===== config.mk =====
export PLATFORM = sky130hd
export DESIGN_NAME = gray_frame_sequencer_flat
export DESIGN_NICKNAME = d
export VERILOG_FILES = /design/src/rtl/sobel_pkg.sv /design/src/rtl/gray_frame_sequencer_if.sv /design/src/rtl/gray_frame_sequencer_pixel_pos_counter.sv /design/src/rtl/gray_frame_sequencer.sv /design/src/flat_wrapper.sv
export SDC_FILE = /design/constraint.sdc
export NUM_CORES = 1
export LEC_CHECK = 0
export BUFFER_PORTS_ARGS = -buffer_cell sky130_fd_sc_hd__buf_4
export CELL_PAD_IN_SITES_DETAIL_PLACEMENT = 0
export CELL_PAD_IN_SITES_GLOBAL_PLACEMENT = 2
export CORE_AREA = 2 2 96 121
export CTS_BUF_LIST = sky130_fd_sc_hd__clkbuf_4 sky130_fd_sc_hd__clkbuf_8
export CTS_CLUSTER_SIZE = 24
export DETAILED_ROUTE_END_ITERATION = 12
export DIE_AREA = 0 0 98 123
export GPL_TIMING_DRIVEN = 0
export PLACE_DENSITY = 0.87
export RECOVER_POWER = 25
export SYNTH_ARGS = -nofsm -noshare
export SYNTH_HDL_FRONTEND = slang
export SYNTH_SLANG_ARGS = --single-unit
export TNS_END_PERCENT = 20

===== constraint.sdc =====
create_clock -name clk -period 2.4 [get_ports clk]
set_input_delay 0.48 -clock clk [delete_from_list [all_inputs] [get_ports clk]]
set_output_delay 0.48 -clock clk [all_outputs]
set_load 0.01 [all_outputs]

===== src/rtl/sobel_pkg.sv =====
// Shared types and defaults for the Sobel pipeline front end.
// Contents:
//   IMG_W_DEF / IMG_H_DEF / CNT_W_DEF  default frame geometry and counter width
//   gseq_state_t                       frame sequencer state
//   pix_pos_t                          {row, col} pixel position for downstream stages
package sobel_pkg;

  localparam int unsigned IMG_W_DEF = 640;
  localparam int unsigned IMG_H_DEF = 480;
  localparam int unsigned CNT_W_DEF = 16;

  typedef enum logic [2:0] {
    IDLE   = 3'd0,
    ARMED  = 3'd1,
    ACTIVE = 3'd2,
    FLUSH  = 3'd3,
    DONE   = 3'd4
  } gseq_state_t;

  typedef struct packed {
    logic [CNT_W_DEF-1:0] row;
    logic [CNT_W_DEF-1:0] col;
  } pix_pos_t;

endpackage


===== src/rtl/gray_frame_sequencer_if.sv =====
// Control/status bundle between the camera/converter side and the frame sequencer.
// master: drives start/abort, camera VSYNC/valid and converter done; observes the rest.
// slave : the sequencer itself.
//   start_i, abort_i, cam_vsync_i, cam_valid_i, gs_done_i   -> sequencer
//   gs_en_o, col_o, row_o, sol_o, eol_o, sof_o, eof_o,
//   busy_o, frame_done_o, err_o                            <- sequencer
interface gray_frame_sequencer_if
  import sobel_pkg::*;
#(
  parameter int unsigned CNT_W = CNT_W_DEF
);

  logic             start_i;
  logic             abort_i;
  logic             cam_vsync_i;
  logic             cam_valid_i;
  logic             gs_done_i;
  logic             gs_en_o;
  logic [CNT_W-1:0] col_o;
  logic [CNT_W-1:0] row_o;
  logic             sol_o;
  logic             eol_o;
  logic             sof_o;
  logic             eof_o;
  logic             busy_o;
  logic             frame_done_o;
  logic             err_o;

  modport master (
    output start_i, abort_i, cam_vsync_i, cam_valid_i, gs_done_i,
    input  gs_en_o, col_o, row_o, sol_o, eol_o, sof_o, eof_o,
           busy_o, frame_done_o, err_o
  );

  modport slave (
    input  start_i, abort_i, cam_vsync_i, cam_valid_i, gs_done_i,
    output gs_en_o, col_o, row_o, sol_o, eol_o, sof_o, eof_o,
           busy_o, frame_done_o, err_o
  );

endinterface


===== src/rtl/gray_frame_sequencer_pixel_pos_counter.sv =====
// pixel_pos_counter: raster col/row counter with wrap and position flags.
// Ports:
//   clk, rst_n       clock, async active-low reset
//   clr              force position to (0,0)
//   adv              advance one pixel (col wraps at IMG_W-1 and bumps row)
//   col, row         current position (registered)
//   first_col_c      col == 0
//   first_row_c      row == 0
//   last_col_c       col == IMG_W-1
//   last_pix_c       (IMG_W-1, IMG_H-1)
module pixel_pos_counter
  import sobel_pkg::*;
#(
  parameter int unsigned IMG_W = IMG_W_DEF,
  parameter int unsigned IMG_H = IMG_H_DEF,
  parameter int unsigned CNT_W = CNT_W_DEF
) (
  input  logic             clk,
  input  logic             rst_n,
  input  logic             clr,
  input  logic             adv,
  output logic [CNT_W-1:0] col,
  output logic [CNT_W-1:0] row,
  output logic             first_col_c,
  output logic             first_row_c,
  output logic             last_col_c,
  output logic             last_pix_c
);

  logic last_row_c;

  assign first_col_c = (col == '0);
  assign first_row_c = (row == '0);
  assign last_col_c  = (col == CNT_W'(IMG_W - 1));
  assign last_row_c  = (row == CNT_W'(IMG_H - 1));
  assign last_pix_c  = last_col_c & last_row_c;

  // Raster advance; the last pixel wraps the whole frame back to (0,0).
  always_ff @(posedge clk or negedge rst_n) begin
    if (!rst_n) begin
      col <= '0;
      row <= '0;
    end else if (clr) begin
      col <= '0;
      row <= '0;
    end else if (adv) begin
      if (last_col_c) begin
        col <= '0;
        row <= last_row_c ? '0 : row + CNT_W'(1);
      end else begin
        col <= col + CNT_W'(1);
      end
    end
  end

endmodule


===== src/rtl/gray_frame_sequencer.sv =====
// gray_frame_sequencer: frame-level controller for the RGB->grayscale stage.
// Arms on start_i, syncs to a VSYNC rising edge, gates camera valid into the
// converter enable, tracks position and emits SOL/EOL/SOF/EOF aligned to the
// converter's one-cycle-late done_o.
// Ports:
//   clk, rst_n    clock, async active-low reset
//   bus (slave)   start_i, abort_i, cam_vsync_i, cam_valid_i, gs_done_i in;
//                 gs_en_o (combinational), col_o/row_o, sol/eol/sof/eof_o,
//                 busy_o, frame_done_o, err_o (sticky) out
// Build option:
//   GRAY_FRAME_SEQ_CONTINUOUS_EN  defined: DONE re-arms for the next VSYNC
//                                 undefined: DONE returns to IDLE
module gray_frame_sequencer
  import sobel_pkg::*;
#(
  parameter int unsigned IMG_W = IMG_W_DEF,
  parameter int unsigned IMG_H = IMG_H_DEF,
  parameter int unsigned CNT_W = CNT_W_DEF
) (
  input  logic                  clk,
  input  logic                  rst_n,
  gray_frame_sequencer_if.slave bus
);

  gseq_state_t      state_q, next_state;
  logic             vsync_q;
  logic             vsync_rise;
  logic             gs_en_c;
  logic             cnt_clr, cnt_adv;
  logic             err_set, err_clr;

  logic [CNT_W-1:0] cnt_col, cnt_row;
  logic             first_col, first_row, last_col, last_pix;

  logic             issued_q;
  logic [CNT_W-1:0] col_q, row_q;
  logic             sol_q, eol_q, sof_q, eof_q;
  logic             busy_q, frame_done_q, err_q;

  assign vsync_rise = bus.cam_vsync_i & ~vsync_q;

  pixel_pos_counter #(
    .IMG_W (IMG_W),
    .IMG_H (IMG_H),
    .CNT_W (CNT_W)
  ) u_pos (
    .clk         (clk),
    .rst_n       (rst_n),
    .clr         (cnt_clr),
    .adv         (cnt_adv),
    .col         (cnt_col),
    .row         (cnt_row),
    .first_col_c (first_col),
    .first_row_c (first_row),
    .last_col_c  (last_col),
    .last_pix_c  (last_pix)
  );

  // State register and VSYNC edge history.
  always_ff @(posedge clk or negedge rst_n) begin
    if (!rst_n) begin
      state_q <= IDLE;
      vsync_q <= 1'b0;
    end else begin
      state_q <= next_state;
      vsync_q <= bus.cam_vsync_i;
    end
  end

  // Next state, converter enable, counter control and error detection.
  always_comb begin
    next_state = state_q;
    gs_en_c    = 1'b0;
    cnt_clr    = 1'b0;
    cnt_adv    = 1'b0;
    err_clr    = 1'b0;
    // A converter result with nothing issued last cycle is a framing error.
    err_set    = bus.gs_done_i & ~issued_q;

    unique case (state_q)
      IDLE: begin
        if (bus.start_i) begin
          next_state = ARMED;
          err_clr    = 1'b1;
        end
      end
      ARMED: begin
        if (vsync_rise) begin
          next_state = ACTIVE;
          cnt_clr    = 1'b1;
        end
      end
      ACTIVE: begin
        // A new VSYNC mid-frame restarts capture; the coincident pixel is dropped.
        if (vsync_rise) begin
          cnt_clr = 1'b1;
          err_set = 1'b1;
        end else if (bus.cam_valid_i) begin
          gs_en_c = 1'b1;
          cnt_adv = 1'b1;
          if (last_pix) next_state = FLUSH;
        end
      end
      FLUSH: begin
        if (bus.cam_valid_i) err_set = 1'b1;
        next_state = DONE;
      end
      DONE: begin
        if (bus.cam_valid_i) err_set = 1'b1;
`ifdef GRAY_FRAME_SEQ_CONTINUOUS_EN
        next_state = ARMED;
`else
        next_state = IDLE;
`endif
      end
      default: next_state = IDLE;
    endcase

    // Abort overrides every transition and suppresses the pixel this cycle.
    if (bus.abort_i) begin
      next_state = IDLE;
      gs_en_c    = 1'b0;
      cnt_adv    = 1'b0;
      err_clr    = 1'b0;
    end
  end

  // Position/markers of the issued pixel, lined up with the converter output.
  always_ff @(posedge clk or negedge rst_n) begin
    if (!rst_n) begin
      issued_q     <= 1'b0;
      col_q        <= '0;
      row_q        <= '0;
      sol_q        <= 1'b0;
      eol_q        <= 1'b0;
      sof_q        <= 1'b0;
      eof_q        <= 1'b0;
      busy_q       <= 1'b0;
      frame_done_q <= 1'b0;
      err_q        <= 1'b0;
    end else begin
      issued_q     <= gs_en_c;
      col_q        <= gs_en_c ? cnt_col : '0;
      row_q        <= gs_en_c ? cnt_row : '0;
      sol_q        <= gs_en_c & first_col;
      eol_q        <= gs_en_c & last_col;
      sof_q        <= gs_en_c & first_col & first_row;
      eof_q        <= gs_en_c & last_pix;
      busy_q       <= (next_state != IDLE);
      frame_done_q <= (next_state == DONE);
      err_q        <= (err_q & ~err_clr) | err_set;
    end
  end

  assign bus.gs_en_o      = gs_en_c;
  // Position data is only meaningful while the converter presents a result.
  assign bus.col_o        = bus.gs_done_i ? col_q : '0;
  assign bus.row_o        = bus.gs_done_i ? row_q : '0;
  assign bus.sol_o        = sol_q & bus.gs_done_i;
  assign bus.eol_o        = eol_q & bus.gs_done_i;
  assign bus.sof_o        = sof_q & bus.gs_done_i;
  assign bus.eof_o        = eof_q & bus.gs_done_i;
  assign bus.busy_o       = busy_q;
  assign bus.frame_done_o = frame_done_q;
  assign bus.err_o        = err_q;

endmodule

===== src/flat_wrapper.sv =====
// flat-port wrapper written by rule: the top's interface ports become plain ports
module gray_frame_sequencer_flat import sobel_pkg::*;
#(
  parameter int unsigned IMG_W = IMG_W_DEF,
  parameter int unsigned IMG_H = IMG_H_DEF,
  parameter int unsigned CNT_W = CNT_W_DEF
)
  (clk, rst_n, bus_start_i, bus_abort_i, bus_cam_vsync_i, bus_cam_valid_i, bus_gs_done_i, bus_gs_en_o, bus_col_o, bus_row_o, bus_sol_o, bus_eol_o, bus_sof_o, bus_eof_o, bus_busy_o, bus_frame_done_o, bus_err_o);
  gray_frame_sequencer_if #(.CNT_W(CNT_W)) bus_i ();
  input  logic clk;
  input  logic rst_n;
  input wire logic [$bits(bus_i.start_i)-1:0] bus_start_i;
  input wire logic [$bits(bus_i.abort_i)-1:0] bus_abort_i;
  input wire logic [$bits(bus_i.cam_vsync_i)-1:0] bus_cam_vsync_i;
  input wire logic [$bits(bus_i.cam_valid_i)-1:0] bus_cam_valid_i;
  input wire logic [$bits(bus_i.gs_done_i)-1:0] bus_gs_done_i;
  output wire logic [$bits(bus_i.gs_en_o)-1:0] bus_gs_en_o;
  output wire logic [$bits(bus_i.col_o)-1:0] bus_col_o;
  output wire logic [$bits(bus_i.row_o)-1:0] bus_row_o;
  output wire logic [$bits(bus_i.sol_o)-1:0] bus_sol_o;
  output wire logic [$bits(bus_i.eol_o)-1:0] bus_eol_o;
  output wire logic [$bits(bus_i.sof_o)-1:0] bus_sof_o;
  output wire logic [$bits(bus_i.eof_o)-1:0] bus_eof_o;
  output wire logic [$bits(bus_i.busy_o)-1:0] bus_busy_o;
  output wire logic [$bits(bus_i.frame_done_o)-1:0] bus_frame_done_o;
  output wire logic [$bits(bus_i.err_o)-1:0] bus_err_o;
  assign bus_i.start_i = bus_start_i;
  assign bus_i.abort_i = bus_abort_i;
  assign bus_i.cam_vsync_i = bus_cam_vsync_i;
  assign bus_i.cam_valid_i = bus_cam_valid_i;
  assign bus_i.gs_done_i = bus_gs_done_i;
  assign bus_gs_en_o = bus_i.gs_en_o;
  assign bus_col_o = bus_i.col_o;
  assign bus_row_o = bus_i.row_o;
  assign bus_sol_o = bus_i.sol_o;
  assign bus_eol_o = bus_i.eol_o;
  assign bus_sof_o = bus_i.sof_o;
  assign bus_eof_o = bus_i.eof_o;
  assign bus_busy_o = bus_i.busy_o;
  assign bus_frame_done_o = bus_i.frame_done_o;
  assign bus_err_o = bus_i.err_o;
  gray_frame_sequencer #(.IMG_W(IMG_W), .IMG_H(IMG_H), .CNT_W(CNT_W)) u_core (.clk(clk), .rst_n(rst_n), .bus(bus_i));
endmodule

# == Word-level counts from Yosys, hierarchy flattened ==
# Cells that the tools add are included.
# totals
inputBits,7
reg_bits,76
n_memories,0
ram_bits,0
word_cells,78
mem_bits_ro,0
latchBits,0
# op_classes
addsub,2
n_lt_le_gt_ge,0
n_reduce_logical,9
mux,30
shift,0
eq_ne,7
bitwise_logic,16
mul,0
div_mod_pow,0
# ops
cell,count
16-bit 2-to-1 mux,11
16-bit by 1-bit adder with 16-bit output (second input constant),2
16-bit logical NOT,2
3-bit 2-to-1 mux,6
16-bit by 10-bit equality test with 1-bit output (second input constant),1
16-bit by 9-bit equality test with 1-bit output (second input constant),1
1-bit bitwise AND,12
3-bit case mux with 4 select lines,1
1-bit 2-to-1 mux,11
3-bit by 2-bit equality test with 1-bit output (second input constant),2
3-bit equality test (second input constant),2
2-bit nonzero test,2
2-bit OR reduction,2
3-bit by 1-bit equality test with 1-bit output (second input constant),1
3-bit logical NOT,1
1-bit NOT,3
3-bit nonzero test,1
1-bit case mux with 2 select lines,1
2-bit AND reduction,1
1-bit bitwise OR,1

# == Longest topological paths before layout ==
# depth
word_depth,8
mapped_depth,7
depth_no_buf,6

# == Hierarchy ==
# Synthesis repeated with hierarchy kept, for this count alone.
# unflattened
hier_cells,365
hier_area_um2,3708.6
# modules_own_cells
mod,instances,cells_per_inst,area_each_um2,seq_area_each_um2
pixel_pos_counter,1,213,1896.8,800.8
gray_frame_sequencer,1,152,1811.7,1101.1

# == Worst setup path after synthesis ==
# OpenSTA, ideal clock, no wires.
# synth_timing
path_type,reg-to-reg
startpoint,register u_core.u_pos.col[8]
endpoint,register u_core.u_pos.row[11]
path_stages_with_launch,6
required_ps,2313
arrival_time_ps,2231
period_less_slack_ps,2318
path_buffers,0
slack_ps,82
cell_sequence,dfrtp_1 or4_4 nor4_4 o221ai_2 or4_1 a211oi_2
# synth_via
elab_chain_len,3
# synth_lines
element,line,text
from (decl),gray_frame_sequencer_pixel_pos_counter.sv:22,"output logic [CNT_W-1:0] col,"
from (signal assigned),gray_frame_sequencer_pixel_pos_counter.sv:51,col <= col + CNT_W'(1);
16-bit by 10-bit equality test with 1-bit output,gray_frame_sequencer_pixel_pos_counter.sv:34,assign last_col_c = (col == CNT_W'(IMG_W - 1));
2-bit nonzero test (no line),-,
2-bit AND reduction (no line),-,
to (signal assigned),gray_frame_sequencer_pixel_pos_counter.sv:49,row <= last_row_c ? '0 : row + CNT_W'(1);
to (decl),gray_frame_sequencer_pixel_pos_counter.sv:23,"output logic [CNT_W-1:0] row,"
# Every way passes these cells.
# A chain may end at the register's enable or synchronous reset.

# == Worst setup path after layout ==
# layout_timing
startpoint,register u_core.u_pos.col[10]
endpoint,register u_core.u_pos.row[11]
# Same word-level chain as after synthesis.

==> flow_summary.yaml <==
status:
  run_status: "finished with violations"
  violations: "max-capacitance violations, max-slew violations"
global_route:
  grt_pass1_wl_mm: 15.0
  grt_util_met1_pct: 21.6
  grtUsageTotal_pct: 15.8
  grt_overflow: 0
  grt_max_degree: 77
  grt_use_met3_pct: 2.94
  antenna_found_initial: 0
  grtUsageMet2_pct: 25.0
  busiest_layer: "met2"
  grt_pass1_vias: 2877
synthesis:
  yosys_warnings: 0
  synth.avg_cell_area_um2: 9.68
  yosysUniqueCellTypes: 45
  seq_area_frac_synth_pct: 52.4
  ys_top_cells_by_area: "dfrtp_1, and2_1, o21ai_0, nand3_1, nor2_1"
  syn_inst: 375
  synth_top_area_share_pct: 52.4
  yosysMostFrequentCell: "dfrtp_1"
  synthFlopType: "dfrtp_1"
  synth_edf_count: 0
  yosysTopAreaCell: "dfrtp_1"
  ys_seq_elements: 76
  synthesis.area_um2: 3630
  async_reset_ff_share_pct: 100
  syn_nets: 386
  synthTopCellsByCount: "dfrtp_1, and2_1, o21ai_0"
timing:
  period_needed_ns: 2.38
  rsz0062_at_grt: "yes"
  finalSetupViolations: 0
  period_share_pct: 99.1
  tightest_slew_ns: 1.88
  hold_viol: 0
  maxSlewViolCount: 77
  fmax_ghz: 0.420
  skew_ns: 0.00980
  slew_headroom_pct: -25.5
setup_path:
  crit_end: "u_core.u_pos.row[11]$_DFFE_PN0P_"
  r2r_slack_ns: 0.02
  worstPathRequired_ns: 2.67
  critPathLaunch: "u_core.u_pos.col[10]$_DFFE_PN0P_"
  endpoint_kind: "flip-flop"
  r2r-end: "u_core.u_pos.row[11]$_DFFE_PN0P_"
  path_class: "reg -> reg"
  r2r_cells: 6
  critical_path.max_fanout: 5
  cp-start-kind: "flip-flop"
  cp.arrival_ns: 2.65
  r2r-start: "u_core.u_pos.col[10]$_DFFE_PN0P_"
floorplanning:
  boundaryPins: 47
  std_cell_rows: 43
  die-width_um: 98
  initial_core_util_pct: 33.2
  dieHeight_um: 123
  core_area_um2: 10900
  dieArea_um2: 12100
pwr:
  switching_share_pct: 23.7
  irDropWorstVdd_uv: 284
  p_leak_nw: 2.06
  p_switching_mw: 0.651
  p_clk_share_pct: 44.3
  seqPwrFrac_pct: 48.6
  intPower_mw: 2.09
  power_density_nw_per_um2: 605
  share_comb_of_total_power_pct: 7.1
layout:
  drive_above_1_share_pct: 21.4
  final_cells: 583
  final_nets: 454
  diodes: 0
  utilization_pct: 41.5
  syn2layout_area_growth_pct: 24.9
clock_tree:
  clk_latency_ns: 0.36
  tritoncts: "done"
  cts_hold_buf: 0
  cts-root-buf: "clkbuf_8"
  clk_pin_slew_ns: 0.08
  cts_made_buffers: 9
  h-tree-depth: 3
  clock_sink_count: 76
  cts_max_path_buffers: 2
detailed_routing:
  routed_wl_mm: 8.84
  drtIter0Drc: 196
  via_count: 3003
  ant_nets: 0
  vias_per_cell: 5.15
  wl_per_cell_um: 15.2
  drt_pass1_iterations: 4
  drcViolationCount: 0
place:
  gp_congestion: 0.840
  dpl.cell_count: 555
  portBuffers: 45
  dp_hpwl_mm: 6.12
hold_path:
  hold_path.class: "in -> reg"
  hold_depth: 1
flow_run:
  drv_cap: 1
flip-flops by register name, indices dropped and copies added (netlist names):
name                     count
u_core.col_q                16
u_core.row_q                16
u_core.u_pos.col            16
u_core.u_pos.row            16
u_core.state_q               3
u_core.bus.busy_o            1
u_core.bus.err_o             1
u_core.bus.frame_done_o      1
u_core.eof_q                 1
u_core.eol_q                 1
u_core.issued_q              1
u_core.sof_q                 1
u_core.sol_q                 1
u_core.vsync_q               1
critical path, cell delays in order, from the launching register on:
cell and delay (ns):
dfrtp_1 0.42, or4_4 0.56, nor4_4 0.31, buf_4 0.18, o221ai_2 0.15, or4_1 0.45, a211oi_2 0.22
power by group through the flow:
| stage | Sequential [mW] | Combinational (mW) | Clock [mW] |
|---|---|---|---|
| floorplan | 1.35 | 0.112 | 0 |
| global placement | 1.36 | 0.185 | 0 |
| detailed placement | 1.36 | 0.191 | 0 |
| CTS | 1.33 | 0.197 | 1.24 |
| global route | 1.34 | 0.221 | 1.29 |
| finish | 1.33 | 0.194 | 1.21 |
cell families after synthesis:
kind of cell / share of synthesized area [%]
buf+inv: 3.34
compound gates: 13.0
flops: 52.4
xor+xnor: 0.483
simple gates: 29.4
fa+ha+maj: 1.38
cells in the final DEF (no fill, tap or decap), types with 3 or more instances in the layout:
cell type   n
a21o_1      4
nor3_1     15
o21ai_0    30
clkbuf_1   14
dfrtp_1    74
nor2b_1     3
nor2_1     28
a21oi_1     6
a211oi_1    5
and3_1      4
nand4_1     6
inv_1      14
clkbuf_2    3
bufinv_16   3
o31ai_1     4
or4_1       5
ha_1        3
and2_1     57
nand2b_1    6
nand3_1    22
a41oi_1     3
or3_1       6
buf_4      54
nand2_1    22
clkbuf_8   10
per-stage QoR:
stage	setup TNS (ns)	power (mW)	hold WS, ns	area (µm²)	setup slack (ns)
after floorplan	0	1.46	0.184	3630	0.0818
after global placement	-4.75	1.54	0.506	4140	-0.576
after detailed placement	-3.99	1.55	0.525	4140	-0.506
after CTS	-0.00325	2.77	0.229	4480	-0.00325
after global routing	-0.475	2.85	0.259	4530	-0.0725
final	0	2.74	0.260	4530	0.0206
how the worst min path moves through the flow:
stage          slack, ns                       start                     endpoint
4_1_cts             0.23             bus_cam_vsync_i     u_core.vsync_q$_DFF_PN0_
3_5_place_dp        0.52  u_core.bus.err_o$_DFF_PN0_   u_core.bus.err_o$_DFF_PN0_
2_1_floorplan       0.18                       rst_n  u_core.bus.busy_o$_DFF_PN0_
5_1_grt             0.26             bus_cam_vsync_i     u_core.vsync_q$_DFF_PN0_
6_report            0.26             bus_cam_vsync_i     u_core.vsync_q$_DFF_PN0_
3_3_place_gp        0.51  u_core.bus.err_o$_DFF_PN0_   u_core.bus.err_o$_DFF_PN0_
layout make-up:
class	instances	area (µm²)
clock buffers	10	138
flip-flops and latches	76	1900
repair buffers	57	434
fillers	1087	6390
plain buffers	17	71.3
multi-input cells	267	1650
inverters	15	56.3
well taps	135	169
clock inverters	6	111
layer usage:
layer	vias to the layer above	wire (µm)
met4	0	136
met1	1487	3990
met3	11	284
li1	1447	-
met5	-	0
met2	58	4430
what timing repair did:
action	CTS	global route
resized for setup	12	6
pin swaps	5	4
buffers inserted	6	6
endpoints found under the setup margin	27	28
No activity file was read; power rests on OpenSTA's default activity.
